### src/rtl/pcecd_pkg.sv
// Shared types and constants for the PC Engine CD SCSI target engine.
package pcecd_pkg;

  typedef enum logic [2:0] {
    BUS_FREE,
    COMMAND,
    EXEC,
    DATA_IN,
    STATUS,
    MSG_IN
  } phase_t;

  // Bus phase bits as {msg, cd, io}
  localparam logic [2:0] PH_NONE    = 3'b000;
  localparam logic [2:0] PH_COMMAND = 3'b010;
  localparam logic [2:0] PH_DATA_IN = 3'b001;
  localparam logic [2:0] PH_STATUS  = 3'b011;
  localparam logic [2:0] PH_MSG_IN  = 3'b111;

  localparam logic [7:0] MSG_CMD_COMPLETE = 8'h00;

  // Command length from the opcode group, clipped to the capture buffer size
  function automatic logic [4:0] cmd_group_len(input logic [7:0] opcode,
                                               input int unsigned cmd_max);
    logic [4:0] len;
    case (opcode[7:5])
      3'd0:       len = 5'd6;
      3'd1, 3'd2: len = 5'd10;
      default:    len = 5'd12;
    endcase
    if ({27'd0, len} > cmd_max) len = cmd_max[4:0];
    return len;
  endfunction

endpackage

### src/rtl/pcecd_sync_fifo.sv
// Show-ahead synchronous FIFO buffering drive data for the DATA IN phase.
module pcecd_sync_fifo #(
  parameter int unsigned DATA_W     = 8,
  parameter int unsigned FIFO_DEPTH = 16,
  parameter int unsigned FIFO_AW    = $clog2(FIFO_DEPTH)
) (
  input  logic              clk,
  input  logic              rst_n,
  input  logic              clr,
  input  logic              push,
  input  logic [DATA_W-1:0] wdata,
  input  logic              pop,
  output logic [DATA_W-1:0] rdata,
  output logic              full,
  output logic              empty,
  output logic [FIFO_AW:0]  count
);

  logic [DATA_W-1:0]  mem [FIFO_DEPTH];
  logic [FIFO_AW-1:0] wr_ptr, rd_ptr;
  logic               do_push, do_pop;

  assign full    = (count == (FIFO_AW + 1)'(FIFO_DEPTH));
  assign empty   = (count == '0);
  assign do_push = push & ~full & ~clr;
  assign do_pop  = pop & ~empty & ~clr;
  assign rdata   = mem[rd_ptr];

  always_ff @(posedge clk or negedge rst_n) begin
    if (!rst_n) begin
      wr_ptr <= '0;
      rd_ptr <= '0;
      count  <= '0;
    end else if (clr) begin
      wr_ptr <= '0;
      rd_ptr <= '0;
      count  <= '0;
    end else begin
      if (do_push) wr_ptr <= wr_ptr + 1'b1;
      if (do_pop)  rd_ptr <= rd_ptr + 1'b1;
      case ({do_push, do_pop})
        2'b10:   count <= count + 1'b1;
        2'b01:   count <= count - 1'b1;
        default: count <= count;
      endcase
    end
  end

  always_ff @(posedge clk) begin
    if (do_push) mem[wr_ptr] <= wdata;
  end

endmodule

### src/rtl/pcecd_scsi_target.sv
// SCSI target bus engine: SEL detect, REQ/ACK byte handshake, command capture,
// buffered DATA IN, STATUS and MESSAGE IN phases, plus the IRQ2 sources.
module pcecd_scsi_target
  import pcecd_pkg::*;
#(
  parameter int unsigned DATA_W     = 8,
  parameter int unsigned CMD_MAX    = 12,
  parameter int unsigned FIFO_DEPTH = 16,
  parameter int unsigned FIFO_AW    = $clog2(FIFO_DEPTH)
) (
  input  logic                      clk,
  input  logic                      reset,
  input  logic                      sel_i,
  input  logic                      ack_i,
  input  logic                      rst_i,
  input  logic                      db_wr_i,
  input  logic [DATA_W-1:0]         db_i,
  output logic [DATA_W-1:0]         db_o,
  output logic                      bsy_o,
  output logic                      req_o,
  output logic                      msg_o,
  output logic                      cd_o,
  output logic                      io_o,
  output logic                      cmd_valid_o,
  output logic [CMD_MAX*DATA_W-1:0] cmd_o,
  output logic [4:0]                cmd_len_o,
  input  logic                      cmd_ack_i,
  input  logic                      dat_valid_i,
  input  logic [DATA_W-1:0]         dat_i,
  output logic                      dat_ready_o,
  input  logic                      stat_valid_i,
  input  logic [DATA_W-1:0]         stat_i,
  output logic                      irq_ready_o,
  output logic                      irq_done_o
);

  phase_t                    state_q, state_d;
  logic                      req_q, req_d, ack_q, ack_rise, commit;
  logic                      cmd_valid_q, cmd_valid_d;
  logic                      stat_pend_q, stat_pend_d, stat_ld;
  logic                      irq_done_q, irq_done_d;
  logic [4:0]                idx_q, idx_d, len_q, len_d, len_now;
  logic [DATA_W-1:0]         db_q, stat_q;
  logic [CMD_MAX*DATA_W-1:0] cmd_buf;
  logic                      cap, pop, byte_avail;
  logic                      fifo_full, fifo_empty;
  logic [DATA_W-1:0]         fifo_head;
  logic [FIFO_AW:0]          fifo_count;

  pcecd_sync_fifo #(
    .DATA_W     (DATA_W),
    .FIFO_DEPTH (FIFO_DEPTH),
    .FIFO_AW    (FIFO_AW)
  ) u_fifo (
    .clk   (clk),
    .rst_n (reset),
    .clr   (rst_i),
    .push  (dat_valid_i),
    .wdata (dat_i),
    .pop   (pop),
    .rdata (fifo_head),
    .full  (fifo_full),
    .empty (fifo_empty),
    .count (fifo_count)
  );

  assign ack_rise = ack_i & ~ack_q;
  assign commit   = req_q & ack_rise;

  always_comb begin
    state_d     = state_q;
    req_d       = req_q;
    cmd_valid_d = cmd_valid_q;
    stat_pend_d = stat_pend_q;
    stat_ld     = 1'b0;
    irq_done_d  = 1'b0;
    idx_d       = idx_q;
    len_d       = len_q;
    len_now     = len_q;
    cap         = 1'b0;
    pop         = 1'b0;
    byte_avail  = 1'b0;

    // Status may arrive while data is still queued; hold it until DATA IN drains
    if ((state_q == EXEC || state_q == DATA_IN) && stat_valid_i && !stat_pend_q) begin
      stat_ld     = 1'b1;
      stat_pend_d = 1'b1;
    end

    case (state_q)
      BUS_FREE: begin
        if (sel_i) begin
          state_d = COMMAND;
          req_d   = 1'b1;
          idx_d   = '0;
          len_d   = '0;
        end
      end
      COMMAND: begin
        byte_avail = 1'b1;
        if (commit) begin
          cap   = 1'b1;
          idx_d = idx_q + 5'd1;
          if (idx_q == '0) begin
            len_now = cmd_group_len(db_q[7:0], CMD_MAX);
            len_d   = len_now;
          end
          if (idx_q + 5'd1 == len_now) begin
            state_d     = EXEC;
            cmd_valid_d = 1'b1;
          end
        end
      end
      EXEC: begin
        if (cmd_valid_q) begin
          if (cmd_ack_i) cmd_valid_d = 1'b0;
        end else if (!fifo_empty) begin
          state_d = DATA_IN;
        end else if (stat_pend_q || stat_valid_i) begin
          state_d = STATUS;
        end
      end
      DATA_IN: begin
        byte_avail = ~fifo_empty;
        if (commit) begin
          pop = 1'b1;
        end else if (!req_q && fifo_empty) begin
          state_d = (stat_pend_q || stat_valid_i) ? STATUS : EXEC;
        end
      end
      STATUS: begin
        byte_avail = 1'b1;
        if (commit) begin
          state_d     = MSG_IN;
          stat_pend_d = 1'b0;
        end
      end
      MSG_IN: begin
        byte_avail = 1'b1;
        if (commit) begin
          state_d    = BUS_FREE;
          irq_done_d = 1'b1;
        end
      end
      default: state_d = BUS_FREE;
    endcase

    // Next REQ waits for ACK to be seen low, so a held ACK cannot double-commit
    if (commit) req_d = 1'b0;
    else if (!req_q && !ack_i && byte_avail && state_d == state_q) req_d = 1'b1;

    if (rst_i) begin
      state_d     = BUS_FREE;
      req_d       = 1'b0;
      cmd_valid_d = 1'b0;
      stat_pend_d = 1'b0;
      stat_ld     = 1'b0;
      irq_done_d  = 1'b0;
      idx_d       = '0;
      len_d       = '0;
      cap         = 1'b0;
      pop         = 1'b0;
    end
  end

  always_ff @(posedge clk or negedge reset) begin
    if (!reset) begin
      state_q     <= BUS_FREE;
      req_q       <= 1'b0;
      ack_q       <= 1'b0;
      cmd_valid_q <= 1'b0;
      stat_pend_q <= 1'b0;
      irq_done_q  <= 1'b0;
      idx_q       <= '0;
      len_q       <= '0;
      db_q        <= '0;
      stat_q      <= '0;
      cmd_buf     <= '0;
    end else begin
      state_q     <= state_d;
      req_q       <= req_d;
      ack_q       <= ack_i;
      cmd_valid_q <= cmd_valid_d;
      stat_pend_q <= stat_pend_d;
      irq_done_q  <= irq_done_d;
      idx_q       <= idx_d;
      len_q       <= len_d;
      if (rst_i) begin
        db_q    <= '0;
        stat_q  <= '0;
        cmd_buf <= '0;
      end else begin
        if (state_q == COMMAND && db_wr_i) db_q <= db_i;
        if (stat_ld) stat_q <= stat_i;
        if (cap) begin
          for (int unsigned i = 0; i < CMD_MAX; i++) begin
            if (idx_q == i[4:0]) cmd_buf[i*DATA_W +: DATA_W] <= db_q;
          end
        end
      end
    end
  end

  always_comb begin
    bsy_o = (state_q != BUS_FREE);
    db_o  = '0;
    {msg_o, cd_o, io_o} = PH_NONE;
    case (state_q)
      COMMAND: {msg_o, cd_o, io_o} = PH_COMMAND;
      DATA_IN: begin
        {msg_o, cd_o, io_o} = PH_DATA_IN;
        db_o = fifo_head;
      end
      STATUS: begin
        {msg_o, cd_o, io_o} = PH_STATUS;
        db_o = stat_q;
      end
      MSG_IN: begin
        {msg_o, cd_o, io_o} = PH_MSG_IN;
        db_o = DATA_W'(MSG_CMD_COMPLETE);
      end
      default: ;
    endcase
  end

  assign req_o       = req_q;
  assign cmd_valid_o = cmd_valid_q;
  assign cmd_o       = cmd_buf;
  assign cmd_len_o   = len_q;
  assign dat_ready_o = ~fifo_full;
  assign irq_ready_o = (state_q == DATA_IN) && (fifo_count != '0);
  assign irq_done_o  = irq_done_q;

endmodule
### config.mk
export PLATFORM = sky130hd
export DESIGN_NAME = pcecd_scsi_target
export DESIGN_NICKNAME = d
export VERILOG_FILES = /design/src/rtl/pcecd_pkg.sv /design/src/rtl/pcecd_sync_fifo.sv /design/src/rtl/pcecd_scsi_target.sv
export SDC_FILE = /design/constraint.sdc
export NUM_CORES = 1
export LEC_CHECK = 0
export CAP_MARGIN = 10
export CELL_PAD_IN_SITES_DETAIL_PLACEMENT = 0
export CELL_PAD_IN_SITES_GLOBAL_PLACEMENT = 1
export CORE_MARGIN = 5
export CORE_UTILIZATION = 44
export CTS_CLUSTER_SIZE = 30
export DETAILED_ROUTE_END_ITERATION = 12
export PLACE_DENSITY = 0.84
export SLEW_MARGIN = 20
export SYNTH_ARGS = -nofsm -noshare
export SYNTH_HDL_FRONTEND = slang
export SYNTH_SLANG_ARGS = --single-unit
### constraint.sdc
create_clock -name clk -period 3.5 [get_ports clk]
set_input_delay 0.35 -clock clk [delete_from_list [all_inputs] [get_ports clk]]
set_output_delay 0.35 -clock clk [all_outputs]
set_load 0.05 [all_outputs]
Word level (Yosys, flattened, before mapping)
Memory sizes are Yosys's and may differ from the RTL's.
Cells that the tools add are included.
{ "word_totals": {"latchBits": 0, "elab_cells": 209, "reg_bits": 143, "mem_bits_rw": 128, "rom_bits": 0, "out_inout_bits": 118, "inputBits": 33, "memories": 1} }
{ "op_classes": {"bitwise_logic": 10, "shifts": 0, "order_cmp": 1, "eq_ne": 26, "reduce_logical": 59, "n_addsub": 5, "n_mux": 82, "multipliers": 0, "n_div": 0} }
{ "memory_table": {"columns": ["memory", "words", "word_bits", "read_ports", "rd_ports_with_merged_regs", "write_ports", "line_no", "text"], "rows": [
  ["u_fifo.mem", 16, 8, 1, 0, 1, "pcecd_sync_fifo.sv:19", "logic [DATA_W-1:0] mem [FIFO_DEPTH];"]
]} }
{ "op_table": {"columns": ["operator", "n"], "rows": [
  ["$mux 96", 2],
  ["$mux 8", 16],
  ["$mux 5", 12],
  ["$mux 3", 12],
  ["$reduce_bool 2->1", 17],
  ["$pmux 5 s2", 3],
  ["$mux 1", 28],
  ["$reduce_and 2->1", 13],
  ["$eq 5x3->1 const B", 4],
  ["$eq 5x4->1 const B", 4],
  ["$pmux 3 s6", 1],
  ["$mux 4", 4],
  ["$pmux 8 s2", 1],
  ["$reduce_bool 3->1", 4],
  ["$add 5x1->5 const B", 2],
  ["$eq 5x2->1 const B", 2],
  ["$logic_not 5->1", 2],
  ["$eq 3x2->1 const B", 3],
  ["$ne 3x3->1 const B", 3],
  ["$add 4x1->4 const B", 2],
  ["$logic_and 1x1->1", 8],
  ["$pmux 4 s2", 1],
  ["$reduce_bool 4->1", 2],
  ["$and 1x1->1", 6],
  ["other kinds (19)", 31]
]} }

Depth between registers and ports, before layout
{ "depth": {"word_depth": 20, "depth_mapped": 11, "ltp_nobuf": 11} }

Hierarchy
A second synthesis with hierarchy kept.
{ "unflattened": {"hier_cells": 992, "hier_area_um2": 11797.6} }
{ "modules_own_cells": {"columns": ["module", "n_inst", "seq_area_each_um2", "cells_each", "area_per_inst_um2"], "rows": [
  ["pcecd_scsi_target", 1, 3253.1, 635, 5939.4],
  ["pcecd_sync_fifo", 1, 4169.0, 357, 5858.1]
]} }

Worst setup path after synthesis
No wires, ideal clock.
{ "synth_timing": {"path_kind": "register to register", "startpoint": "reg req_q (netlist: req_o)", "endpoint": "reg u_fifo.count[4]", "arrival_ns": 2.582, "path_stages_with_launch": 11, "required_ns": 3.368, "setup_time_ns": 0.132, "path_buffers": 0, "period_less_slack_ns": 2.714, "path_slack_ns": 0.786, "cell_sequence": "dfrtp_1 > nand3b_1 > or4_4 > nor2_1 > ha_1 > a21o_1 > a21oi_1 > nor2b_1 > mux2i_1 > xor2_1 > nor2_1"} }
{ "synth_between": {"elab_chain_len": 9, "elab_cells_between_ends": 11, "cone_classes": "2 x eq/ne; 5 x mux; 3 x bitwise; 1 x reduce/logical"} }
{ "synth_lines": {"columns": ["item", "line_no", "text"], "rows": [
  ["from (decl)", "pcecd_scsi_target.sv:38", "logic req_q, req_d, ack_q, ack_rise, commit;"],
  ["from (signal assigned)", "pcecd_scsi_target.sv:181", "req_q <= req_d;"],
  ["$and 1x1->1 *", "pcecd_scsi_target.sv:68", "assign commit = req_q & ack_rise;"],
  ["$mux 1 *", "pcecd_scsi_target.sv:125", "if (commit) begin"],
  ["$mux 1 *", "pcecd_scsi_target.sv:90", "case (state_q)"],
  ["$mux 1 *", "pcecd_scsi_target.sv:152", "if (rst_i) begin"],
  ["$and 1x1->1 * (2 in a row)", "pcecd_sync_fifo.sv:26", "assign do_pop = pop & ~empty & ~clr;"],
  ["$eq 2x1->1 or $eq 2x2->1 (tied branches)", "pcecd_sync_fifo.sv:41", "case ({do_push, do_pop})"],
  ["$pmux 5 s2", "pcecd_sync_fifo.sv:41", null],
  ["$mux 5", "pcecd_sync_fifo.sv:34", "end else if (clr) begin"],
  ["to (signal assigned)", "pcecd_sync_fifo.sv:42", "2'b10: count <= count + 1'b1;"],
  ["to (signal assigned)", "pcecd_sync_fifo.sv:43", "2'b01: count <= count - 1'b1;"],
  ["to (signal assigned)", "pcecd_sync_fifo.sv:44", "default: count <= count;"],
  ["to (decl)", "pcecd_sync_fifo.sv:16", "output logic [FIFO_AW:0] count"]
]} }
Every way passes the cells marked *; elsewhere a longest branch is shown, timed or not.
A chain may end at the register's enable or synchronous reset.

Worst setup path after layout
{ "layout_timing": {"startpoint": "reg u_fifo.rd_ptr[0]", "endpoint": "out db_o[4]"} }
{ "layout_between": {"elab_chain_len": 2} }
{ "layout_lines": {"columns": ["item", "line_no", "text"], "rows": [
  ["from (decl)", "pcecd_sync_fifo.sv:20", "logic [FIFO_AW-1:0] wr_ptr, rd_ptr;"],
  ["from (signal assigned)", "pcecd_sync_fifo.sv:40", "if (do_pop) rd_ptr <= rd_ptr + 1'b1;"],
  ["$mem_v2 16x8", null, null],
  ["$pmux 8 s2", "pcecd_scsi_target.sv:208", "case (state_q)"],
  ["to (decl)", "pcecd_scsi_target.sv:18", "output logic [DATA_W-1:0] db_o,"]
]} }
No other way between the ends.

==> flow_summary.rst <==
.. list-table::
   :header-rows: 1

   * - Metric
     - Value
   * - Insertion delay of the later-clocked pin in the worst-skew pair
     - 0.54 ns
   * - Total of fill cells in the finished design
     - 2163
   * - WL/cell
     - 20.1 um
   * - Starting density of the core
     - 44.5%
   * - First-pass GRT wire length
     - 43000 um
   * - Biggest area consumer among synthesized cells
     - edfxtp_1
   * - Min-Delay Startpoint
     - rst_i
   * - Portion of the clock cycle consumed by the worst path in the final layout
     - 94.4%
   * - Clock input transition at the sequential cells of the worst setup and hold paths
     - 0.06 ns
   * - Sequential element share of the synthesized area
     - 64.3%
   * - Path type of the worst setup path
     - register to output port
   * - Clock sinks
     - 271
   * - Most common cell after layout, fill and taps aside
     - nand2_1
   * - Share of post-route cells with drive strength above 1
     - 12.2%
   * - TritonCTS clock tree
     - yes
   * - Critical register-to-register path endpoint
     - u_fifo.count[4]
   * - Share of async-settable or async-resettable flops after synthesis
     - 52.8%
   * - Setup repair after global routing missed its margin
     - false
   * - Width of the die
     - 172 um
   * - Result of the run
     - finished, final reports clean
   * - Die boundary height
     - 172 um
   * - Standby leakage power
     - 0.00563 uW
   * - Total via count in the routed design
     - 7488
   * - HPWL after detailed placement
     - 19200 um
   * - Required time at the endpoint of the critical path
     - 3.15 ns
   * - ANT cells
     - 0
   * - Warnings from Yosys
     - 0
   * - Capturing element type of the critical path
     - output port
   * - Maximum number of pins on one net before global-route repair
     - 110
   * - Hold Path Depth
     - 5
   * - Summed instance area of the synthesized netlist
     - 0.0115 mm^2
   * - Most frequent cell on the critical path
     - mux4_2
   * - Setup slack at placement
     - 0.380 ns
   * - Most frequent cells in the layout
     - nand2_1 (147), dfrtp_1 (142), clkdlybuf4s50_1 (140)
   * - Reg2reg path depth
     - 11
   * - Most area-consuming cells after synthesis
     - edfxtp_1 (33%), dfrtp_1 (31%), mux4_2 (7.8%)
   * - Global Route Usage Sum
     - 18.6%
   * - Worst EP arrival
     - 2.95 ns
   * - Startpoint class of the critical path
     - register
   * - Area delta synth->final
     - 23.2%
   * - PortBufs
     - 150
   * - Root buf cell
     - clkbuf_16
   * - Setup repair bufs after CTS
     - 0
   * - Core region area
     - 0.0259 mm^2
   * - Headroom to the max-slew limit
     - 40.0%
   * - WL final
     - 27700 um
   * - Final setup vio count
     - 0
   * - Master of the slowest instance on the critical path
     - dfrtp_4
   * - Actual transition at the worst max-transition pin
     - 0.901 ns
   * - Hold crit path type
     - input pin to register
   * - Setup slack of the most critical reg-to-reg path
     - 0.36 ns
   * - Max rail drop VDD
     - 449 uV
   * - Number of global-route vias before repair
     - 7352
   * - Longest individual stage delay on the worst path
     - 0.63 ns
   * - GRT Residual Overflow
     - 0
   * - Number of library cell types mapped by synthesis
     - 56
   * - Routability congestion estimate from global placement
     - 0.828
   * - Number of hold-slack violations in the final timing report
     - 0
   * - Proportion of netlist area held by the largest area contributor
     - 33.3%
   * - TritonCTS buffer count
     - 28
   * - Maximum capacitance violations
     - 0
   * - Nets in the synthesized netlist
     - 927
   * - Number of enable-type register cells in the synthesized netlist
     - 128
   * - Vias per std cell
     - 5.43
   * - Most used DFF post-synth
     - dfrtp_1
   * - Setup TNS
     - 0 ns
   * - Detailed Route Iter0 Violations
     - 625
   * - Total area of multi-input combinational cells
     - 0.00384 mm^2
   * - Total power consumption of the routed design
     - 6440 uW
   * - Number of H-tree branching levels
     - 1
   * - Critical-path maximum fanout
     - 14
   * - Flip-flop and latch area
     - 0.00743 mm^2
   * - Net count, final
     - 1074
   * - Placement Rows
     - 59
   * - Source of the worst register-to-register timing path
     - state_q[2]
   * - Final critical-path required period
     - 3.30 ns
   * - Die area
     - 0.0296 mm^2
   * - Post-detailed-route DRC marker count
     - 0
   * - Setup ws final
     - 0.195 ns
   * - Number of top-level pins
     - 151
   * - Register bit count reported by yosys
     - 271
   * - Sink of the worst hold path
     - u_fifo.count[0]
   * - Gate count of the mapped netlist
     - 879
   * - Number of optimization iterations in the first detailed-route pass
     - 5
   * - Avg Cell Area, Syn
     - 13.1 um^2
   * - Number of buffers between clock root and the deepest sink
     - 3
   * - Top achievable clock speed
     - 0.303 GHz
   * - CP Cell Sequence
     - buf_12, mux4_2, mux4_2, a32o_1, buf_4
   * - Initial antenna violation count
     - 0
   * - Ratio of total power to cell area
     - 453 mW/mm^2
   * - Post-DRT Antenna Nets
     - 0
   * - Worst setup skew after layout
     - 0.0118 ns
   * - Final Max Tran Viols
     - 0
cell type report:
cell class,count,area share [%]
Timing Repair Buffer,168,11.5
Sequential cell,271,52.2
Clock buffer,36,5.61
Inverter,10,0.264
Tap cell,335,2.95
Clock inverter,13,0.484
Multi-Input combinational cell,547,27.0
where the power goes:
part	total, uW	leakage [uW]	internal (uW)	switching, uW
registers	3400	0.00314	3360	35.0
logic	262	0.00206	91.5	170
clock network	2780	0.000435	1600	1190
total	6440	0.00563	5050	1390
state kept, by name (all words and copies together), names as in the netlist, 5 cells and up:
| register | cells |
|---|---|
| u_fifo.mem | 128 |
| cmd_o | 96 |
| db_q | 8 |
| stat_q | 8 |
| cmd_len_o | 5 |
| idx_q | 5 |
| u_fifo.count | 5 |
worst max path at each step:
| stage | startpoint | endpoint | slack [ns] | cells after the start |
|---|---|---|---|---|
| finish | u_fifo.rd_ptr[0] | db_o[4] | 0.20 | 5 |
| global route | u_fifo.rd_ptr[0] | db_o[4] | 0.09 | 5 |
| CTS | u_fifo.rd_ptr[0] | db_o[3] | 0.03 | 5 |
| detailed placement | state_q[2] | u_fifo.count[4] | 0.38 | 11 |
| global placement | state_q[2] | u_fifo.count[4] | 0.46 | 11 |
| floorplan | req_o | u_fifo.count[4] | 0.79 | 10 |
worst max-delay path: cells and delay by family, from the launching register on:
| family | cells | cell delay [ns] |
|---|---|---|
| buffers and inverters | 2 | 0.42 |
| AO/OA/AOI/OAI | 1 | 0.34 |
| multiplexers | 2 | 1.02 |
| flip-flops | 1 | 0.63 |
logic make-up (layout without fill, tap and decap cells):
kind of cell,Yosys count,in the layout,share of synthesized area [%]
AND/OR/NAND/NOR,312,312,12.2
flip-flops,271,271,64.3
AO/OA/AOI/OAI,109,109,5.51
multiplexers,93,93,12.4
buffers and inverters,61,227,2.41
XOR/XNOR,18,18,1.43
adder cells (fa/ha/maj),15,15,1.69
per-layer routing:
metal,up-vias,part of all wire (%),global-route usage (%)
met3,47,5.9,2.61
li1,3449,-,-
met5,-,0,0
met4,0,2.5,4.48
met1,3766,41,25.5
met2,226,51,31.7
what timing repair did:
action | in CTS | in global routing
endpoints found under the hold margin | 0 | 2
setup endpoints to repair | 0 | 3
hold buffers | 0 | 1
gates resized for setup | 0 | 1
synthesized netlist by cell type (all sizes together), types with 2 or more instances:
cell type and count:
a211oi 2, a21o 3, a21oi 79, a22o 2, a32o 8, and2 4
and3 4, buf 19, clkbuf 32, dfrtp 143, edfxtp 128, ha 14
inv 10, mux2i 53, mux4 40, nand2 149, nand2b 5, nand3 14
nand4 4, nor2 97, nor2b 4, nor3 12, nor4 5, nor4b 2
o21ai 7, o2bb2ai 2, or3 2, or4 2, or4b 2, xnor2 8
xor2 10
through the flow:
stage,hold slack (ns),instance area [um^2],std cells,util [%]
floorplan,0.0544,11500,879,-
global placement,0.506,13300,1330,51.5
CTS,0.00186,14200,1379,54.8
global route,0.357,14200,1380,54.9
detailed placement,0.511,13300,1330,51.5
finish,0.353,14200,1380,54.9
Note: power is estimated with default switching activity, not from simulation.
